==> src/rtl/seq_det_pkg.sv <==
// Shared types and constants for the sequence-detector scheduler.
// The detector pattern is also used by the bench's detector model.
package seq_det_pkg;

    typedef enum logic [2:0] {
        ST_IDLE,
        ST_CLR,
        ST_SHIFT,
        ST_DRAIN,
        ST_RESP
    } state_e;

    localparam int DET_LEN = 12;
    localparam logic [DET_LEN-1:0] DET_PATTERN = 12'b1110_1101_1011;

endpackage

==> src/rtl/seq_det_sched_arb.sv <==
// Round-robin arbiter: one-hot grant to the lowest requesting index >= ptr,
// wrapping to index 0 when nothing at or above ptr is requesting.
module rr_arbiter #(
    parameter int NUM_REQ = 2,
    parameter int PTR_W   = $clog2(NUM_REQ)
) (
    input  logic [NUM_REQ-1:0] req_i,
    input  logic [PTR_W-1:0]   ptr_i,
    input  logic               en_i,
    output logic [NUM_REQ-1:0] grant_o
);

    logic found;

    always_comb begin
        grant_o = '0;
        found   = 1'b0;
        // First pass honours the pointer, second pass handles the wrap.
        for (int j = 0; j < NUM_REQ; j++) begin
            if (!found && en_i && req_i[j] && (j >= int'(ptr_i))) begin
                grant_o[j] = 1'b1;
                found      = 1'b1;
            end
        end
        for (int j = 0; j < NUM_REQ; j++) begin
            if (!found && en_i && req_i[j]) begin
                grant_o[j] = 1'b1;
                found      = 1'b1;
            end
        end
    end

endmodule

==> src/rtl/seq_det_sched.sv <==
// Shares one serial 12-bit sequence detector among NUM_REQ requesters:
// grant, clear detector, shift word LSB-first, count hits, return tagged response.
module seq_det_sched
    import seq_det_pkg::*;
#(
    parameter int NUM_REQ = 2,
    parameter int WORD_W  = 16,
    parameter int DET_LAT = 1
) (
    input  logic                          clk,
    input  logic                          reset,
    input  logic [NUM_REQ-1:0]            req_valid_i,
    input  logic [NUM_REQ*WORD_W-1:0]     req_data_i,
    output logic [NUM_REQ-1:0]            req_ready_o,
    output logic                          det_rst_o,
    output logic                          det_x_o,
    input  logic                          det_i,
    output logic                          rsp_valid_o,
    output logic [$clog2(NUM_REQ)-1:0]    rsp_id_o,
    output logic                          rsp_hit_o,
    output logic [$clog2(WORD_W+1)-1:0]   rsp_cnt_o,
    input  logic                          rsp_ready_i
);

    localparam int ID_W  = $clog2(NUM_REQ);
    localparam int CNT_W = $clog2(WORD_W + 1);
    localparam int WIN_W = $clog2(WORD_W + DET_LAT + 1);
    localparam logic [WIN_W-1:0] LAST_BIT = WIN_W'(WORD_W - 1);
    localparam logic [WIN_W-1:0] LAST_WIN = WIN_W'(WORD_W + DET_LAT - 1);

    state_e              state_q, state_d;
    logic [ID_W-1:0]     ptr_q, ptr_d, id_q, id_d, gnt_id;
    logic [WORD_W-1:0]   word_q, word_d, gnt_word;
    logic [WIN_W-1:0]    win_q, win_d;
    logic [CNT_W-1:0]    hit_q, hit_d;
    logic [NUM_REQ-1:0]  grant;
    logic                arb_en, win_ok, sample;

    rr_arbiter #(.NUM_REQ(NUM_REQ)) u_arb (
        .req_i   (req_valid_i),
        .ptr_i   (ptr_q),
        .en_i    (arb_en),
        .grant_o (grant)
    );

    assign req_ready_o = grant;

    always_comb begin
        gnt_id   = '0;
        gnt_word = '0;
        for (int k = 0; k < NUM_REQ; k++) begin
            if (grant[k]) begin
                gnt_id   = ID_W'(k);
                gnt_word = req_data_i[k*WORD_W +: WORD_W];
            end
        end
    end

    // The first DET_LAT window slots carry detector output from before the word.
    generate
        if (DET_LAT == 0) begin : g_nolat
            assign win_ok = 1'b1;
        end else begin : g_lat
            assign win_ok = (win_q >= WIN_W'(DET_LAT));
        end
    endgenerate

    assign sample = win_ok & det_i;

    always_comb begin
        state_d     = state_q;
        ptr_d       = ptr_q;
        id_d        = id_q;
        word_d      = word_q;
        win_d       = win_q;
        hit_d       = hit_q;
        arb_en      = 1'b0;
        det_rst_o   = reset;
        det_x_o     = 1'b0;
        rsp_valid_o = 1'b0;
        rsp_id_o    = '0;
        rsp_hit_o   = 1'b0;
        rsp_cnt_o   = '0;
        case (state_q)
            ST_IDLE: begin
                arb_en = ~reset;
                if (|grant) begin
                    word_d  = gnt_word;
                    id_d    = gnt_id;
                    ptr_d   = (gnt_id == ID_W'(NUM_REQ - 1)) ? '0 : gnt_id + ID_W'(1);
                    state_d = ST_CLR;
                end
            end
            ST_CLR: begin
                det_rst_o = 1'b1;
                win_d     = '0;
                hit_d     = '0;
                state_d   = ST_SHIFT;
            end
            ST_SHIFT: begin
                det_x_o = word_q[0];
                word_d  = word_q >> 1;
                win_d   = win_q + WIN_W'(1);
                if (sample) hit_d = hit_q + CNT_W'(1);
                if (win_q == LAST_BIT) state_d = (DET_LAT > 0) ? ST_DRAIN : ST_RESP;
            end
            ST_DRAIN: begin
                win_d = win_q + WIN_W'(1);
                if (sample) hit_d = hit_q + CNT_W'(1);
                if (win_q == LAST_WIN) state_d = ST_RESP;
            end
            ST_RESP: begin
                rsp_valid_o = 1'b1;
                rsp_id_o    = id_q;
                rsp_hit_o   = (hit_q != '0);
                rsp_cnt_o   = hit_q;
                if (rsp_ready_i) state_d = ST_IDLE;
            end
            default: state_d = ST_IDLE;
        endcase
    end

    always_ff @(posedge clk or posedge reset) begin
        if (reset) begin
            state_q <= ST_IDLE;
            ptr_q   <= '0;
            id_q    <= '0;
            word_q  <= '0;
            win_q   <= '0;
            hit_q   <= '0;
        end else begin
            state_q <= state_d;
            ptr_q   <= ptr_d;
            id_q    <= id_d;
            word_q  <= word_d;
            win_q   <= win_d;
            hit_q   <= hit_d;
        end
    end

endmodule

==> config.mk <==
export PLATFORM = sky130hd
export DESIGN_NAME = seq_det_sched
export DESIGN_NICKNAME = d
export VERILOG_FILES = /design/src/rtl/seq_det_pkg.sv /design/src/rtl/seq_det_sched_arb.sv /design/src/rtl/seq_det_sched.sv
export SDC_FILE = /design/constraint.sdc
export NUM_CORES = 1
export LEC_CHECK = 0
export ABC_AREA = 1
export BUFFER_PORTS_ARGS = -buffer_cell sky130_fd_sc_hd__buf_4
export CAP_MARGIN = 30
export CORE_AREA = 2 2 62 64
export CTS_CLUSTER_DIAMETER = 80
export DETAILED_ROUTE_END_ITERATION = 6
export DIE_AREA = 0 0 64 66
export GPL_TIMING_DRIVEN = 1
export PLACE_DENSITY_LB_ADDON = 0.25
export SYNTH_ARGS = -nofsm -noshare
export SYNTH_HDL_FRONTEND = slang
export SYNTH_SLANG_ARGS = --single-unit
==> constraint.sdc <==
create_clock -name clk -period 6.77 [get_ports clk]
set_clock_uncertainty 0.05 [all_clocks]
set_input_delay 1.354 -clock clk [delete_from_list [all_inputs] [get_ports clk]]
set_output_delay 1.354 -clock clk [all_outputs]
set_load 0.01 [all_outputs]
# Word-level counts from Yosys, hierarchy flattened
# Cells that the tools add are included.
# word_totals
elab_cells	72
inputBits	38
regBits	31
out_inout_bits	12
# op_classes
n_mux	27
order_cmp	2
n_eq_ne	11
reduce_logical	21
n_bitwise	2
n_addsub	3
# ops
cell	count
16-bit two-way mux	3
16-bit case mux with 2 select lines	1
5-bit case mux with 2 select lines	2
3-bit case mux with 5 select lines	1
1-bit two-way mux	14
3-bit two-way mux	4
5-bit by 1-bit adder with 5-bit output, second input constant	2
5-bit two-way mux	2
1-bit logical AND	8
2-bit != test, second input constant	4
3-bit by 2-bit equality test with 1-bit output, second input constant	2
2-bit AND reduction	3
5-bit by 4-bit equality test with 1-bit output, second input constant	1
5-bit equality test, second input constant	1
5-bit by 1-bit >= comparator with 1-bit output, second input constant	1
5-bit nonzero test	1
4-bit AND reduction	1
2-bit nonzero test	2
2-bit OR reduction	2
3-bit by 1-bit equality test with 1-bit output, second input constant	1
3-bit equality test, second input constant	1
1-bit zero test	3
3-bit zero test	1
2-bit by 1-bit != test with 1-bit output, second input constant	1
4 further kinds	4

# Longest topological paths before layout
# logic_depth
depth_word	20
ltp_mapped	10
depth_no_buf	10

# Modules after synthesis
# From an unflattened synthesis, not the netlist that was laid out.
# hier_totals
hier_cells	276
area_unflattened_um2	1904.3
# by_module_without_submodules
module	area_each_um2	seq_area_each_um2	cells_each	instances
seq_det_sched	1883.1	775.7	271	1
rr_arbiter	21.3	0.0	5	1

# Least setup slack after synthesis
# No wires, ideal clock.
# synth_path
path_kind	in2out
start	input port reset
end	output port req_ready_o[1]
path_stages	5
path_buffers	2
t_required_ns	5.366
slack_ns	2.608
arrival_time_ns	2.758
path_cell_list	inv_1 nand4_4 buf_6 a21oi_4 buf_4
# synth_between
elab_chain_cells	17
elab_cells_between_ends	18
cone_classes	mux (6); bitwise (1); reduce/logical (11)
# synth_rtl
item	line	source
from (decl)	seq_det_sched.sv:11	input logic reset,
1-bit NOT (*)	seq_det_sched.sv:86	arb_en = ~reset;
1-bit two-way mux (*)	seq_det_sched.sv:84	case (state_q)
1-bit logical AND (2 in a row)	seq_det_sched_arb.sv:20	if (!found && en_i && req_i[j] && (j >= int'(ptr_i))) begin
1-bit two-way mux	seq_det_sched_arb.sv:20	
1-bit zero test	seq_det_sched_arb.sv:20	
1-bit logical AND (2 in a row)	seq_det_sched_arb.sv:20	
1-bit two-way mux	seq_det_sched_arb.sv:20	
1-bit zero test	seq_det_sched_arb.sv:26	if (!found && en_i && req_i[j]) begin
1-bit logical AND (2 in a row)	seq_det_sched_arb.sv:26	
1-bit two-way mux	seq_det_sched_arb.sv:26	
1-bit zero test	seq_det_sched_arb.sv:26	
1-bit logical AND (2 in a row)	seq_det_sched_arb.sv:26	
1-bit two-way mux (*)	seq_det_sched_arb.sv:26	
to (decl)	seq_det_sched.sv:14	output logic [NUM_REQ-1:0] req_ready_o,
# Every way passes the cells marked *; elsewhere a longest branch is shown, timed or not.

# Worst setup path in the final report
# layout_path
start	input port reset
end	output port req_ready_o[0]
# layout_between
elab_chain_cells	13
# layout_rtl
item	line
1-bit NOT (*)	seq_det_sched.sv:86
1-bit two-way mux (*)	seq_det_sched.sv:84
1-bit logical AND (2 in a row)	seq_det_sched_arb.sv:20
1-bit two-way mux	seq_det_sched_arb.sv:20
1-bit zero test	seq_det_sched_arb.sv:20
1-bit logical AND (2 in a row)	seq_det_sched_arb.sv:20
1-bit two-way mux	seq_det_sched_arb.sv:20
1-bit zero test	seq_det_sched_arb.sv:26
1-bit logical AND (2 in a row)	seq_det_sched_arb.sv:26
1-bit two-way mux (*)	seq_det_sched_arb.sv:26
# Marks and branches as above.

==> metrics.txt <==
cts bufs inserted 5; multiplexer area fraction after synthesis 0%; crit-path cells buf_4 > inv_1 > buf_4 > nand3_2 > nor2_4 > nand2_1 > inv_2 > buf_4; Hold Crit Start word_q[2]; # hold bufs at CTS 0; share of layout cells above drive strength 1 27.08%; HPWL after DPL 3201 um; Die W 64 um; Synth Area in XOR/XNOR about 1.4%; Layout fillers roughly 310; total number of clock tree sinks 31; # setup viols final 0; first-pass GRT wire length 7776 um; startpoint types primary input; Clock Tree Root clkbuf_4; Initial DRC Count 122; # Max-Cap Violations 0; slowest CP cell buf_4; Critical R2R Launch state_q[0]; Synth Area in Compound Gates 4.625%; Max H-tree Level 2; Hold Path Stages 2; Yosys warning count 0; via count 1,849; all-layer global routing usage 23.82%; sequential area share after synthesis 40.39%; largest family of logic cells by synthesized area simple AND/OR/NAND/NOR gates; Max Fanout on Critical Path 35; Worst-Skew Late Latency around 0.34 ns; die area roughly 0.0042 mm2; Largest stage delay, worst path ~0.39 ns; Yosys cell types 27; CTS resizes 0; Top-Level Pins 50; outcome completed; worst-margin pin slew 0.4991 ns; die height 66 um; Worst-path clk slew 0.11 ns; P&R area growth vs syn 23.39%; buffer count from post-CTS setup fixing 0; largest net degree at the start of global routing 36; Final min period roughly 4.1 ns; leakage 1.158 nW; Final Hold Fails 0; period utilization roughly three fifths; CORE AREA around 0.0036 mm2; crit path capture type primary output; WP buf/inv 5; initial antenna violation count 0; Synth Area in Simple Gates 40.85%; vias in the first global route 1,789; per-cell routed wire length 13.43 um; final wirelength 4514 um; Max transition margin roughly two thirds; Antenna Cells 0; Avg Cell Area, Syn around 8.0 um2; worst path required time 5.37 ns; flops & latches, synth 31; Min-Delay Endpoint word_q[1]; Routed Antenna Nets 0; CTS tree done; first drt pass iteration count 4; syn_nets 284; fraction of the mapped netlist area in adder cells 3.909%; most frequent cell on the critical path buf_4; power density cells between 300 and 400 mW/mm2; clock buffer depth 2; Peak VDD IR 0.0002671 V; Worst EP arrival 2.73 ns; Worst R2R End word_q[6]; row cnt 22; Synth Instances 240; Residual DRC 0; Crit path max-delay family buffers and inverters; final slew viol count 0; initial core utilization 54.09%; Syn Std Cell Area 0.001921 mm2; WS Path Type in2out; Setup Total Neg Slack 0 ns; R2R depth 5; final core occ between 60% and 70%; number of nets in the final layout 331; unrepaired setup endpoints after global routing no; FF-to-FF setup slack 5.01 ns; vias per std cell 5.503; CP startpoint reset; Port Buffer Count 49; gpl congestion a little under 0.8; hold crit path type reg2reg; total congestion overflow 0; Max Freq 0.2421 GHz
==> placed cells by master, fill, tap and decap left out <==
cell type,n
a21oi_4,1
nand2_1,45
nor2_2,2
nor2_4,2
nor2_1,20
o21ai_1,2
ha_1,6
o22ai_1,1
nand4_4,2
nand3_2,3
xnor2_1,1
buf_4,50
inv_2,7
nand3_1,40
a31oi_2,1
a41oi_1,1
clkbuf_4,5
a21oi_1,1
inv_1,19
nand3b_1,1
o21ai_0,6
bufinv_16,1
nand4_1,34
nand2_2,2
clkinv_2,1
clkbuf_8,1
xor2_1,2
dfrtp_1,31
==> state kept, by name (all words and copies together) (netlist names) <==
signal   flops
id_q         1
win_q        5
hit_q        5
ptr_q        1
state_q      3
word_q      16
==> final cells by class <==
class                      count  area (um2)  area share (%)
tap                           48       60.06           2.534
timing repair buffer          50       375.4           15.84
inverter                      26       97.59           4.118
clock inverter                 2       35.03           1.478
clock buffer                   6       51.30           2.165
sequential                    31       775.7           32.73
multi-input combinational    173       974.7           41.13
==> synthesized netlist by cell type <==
cell | number | area, um2
inv_1 | 19 | 71.32
a21oi_4 | 1 | 16.27
buf_4 | 2 | 15.01
o21ai_1 | 2 | 10.01
nand4_4 | 2 | 42.54
nand3_2 | 3 | 30.03
xor2_1 | 2 | 17.52
inv_2 | 7 | 26.28
nand2_1 | 45 | 168.9
ha_1 | 6 | 75.07
a41oi_1 | 1 | 8.760
a31oi_2 | 1 | 12.51
nand3b_1 | 1 | 7.510
o21ai_0 | 6 | 30.03
nand3_1 | 40 | 200.2
dfrtp_1 | 31 | 775.7
o22ai_1 | 1 | 6.260
nor2_4 | 2 | 22.52
nand2_2 | 2 | 12.51
buf_6 | 3 | 33.78
clkbuf_1 | 1 | 3.750
nor2_1 | 20 | 75.07
nand4_1 | 34 | 212.7
buf_2 | 4 | 20.02
nor2_2 | 2 | 12.51
xnor2_1 | 1 | 8.760
a21oi_1 | 1 | 5.000
==> report_power, final <==
part	internal, W	switching, W	leakage, nW
Sequential	0.000258	0.0000591	0.398
Clock	0.0000872	0.0000680	0.0482
Combinational	0.000132	0.000239	0.712
Total	0.000478	0.000366	1.16
==> tightest hold or removal path, cell delays in order, from the launching register on <==
cell and delay [ns]:
dfrtp_1 0.36, nand2_1 0.05, nand4_1 0.07
==> stage by stage <==
| stage | std cells | power, W | worst slack, ns | hold WS [ns] | area, um2 |
|---|---|---|---|---|---|
| after detailed placement | 328 | 0.0006883 | 2.621 | 0.4419 | 2283 |
| final | 336 | 0.0008437 | 2.639 | 0.4524 | 2370 |
| after global routing | 336 | 0.0009182 | 2.490 | 0.4721 | 2370 |
| after global placement | 328 | 0.0006754 | 2.635 | 0.4383 | 2283 |
| after floorplan | 240 | 0.0005986 | 2.608 | 0.4221 | 1921 |
| after CTS | 336 | 0.0008470 | 2.608 | 0.4512 | 2370 |
==> how the worst max path moves through the flow <==
stage                      to  depth (start not counted)
6_report       req_ready_o[0]                          8
4_1_cts        req_ready_o[0]                          8
3_5_place_dp   req_ready_o[0]                          8
5_1_grt        req_ready_o[0]                          8
2_1_floorplan  req_ready_o[1]                          5
3_3_place_gp   req_ready_o[0]                          8
==> cell families (layout without fill, tap and decap cells) <==
group | count (synthesis) | count (layout)
XOR/XNOR | 3 | 3
AO/OA/AOI/OAI | 13 | 13
AND/OR/NAND/NOR | 151 | 151
adder cells (fa/ha/maj) | 6 | 6
buffers and inverters | 36 | 84
flip-flops | 31 | 31
==> routing by layer <==
metal / global-route usage, % / wire length, um / vias to the layer above
li1: - / - / 920
met1: 28.26 / 1935 / 870
met2: 41.41 / 2300 / 52
met3: 5.622 / 211 / 7
met4: 9.783 / 66 / 0
met5: 0 / 0 / -
Note: power is estimated with default switching activity, not from simulation.
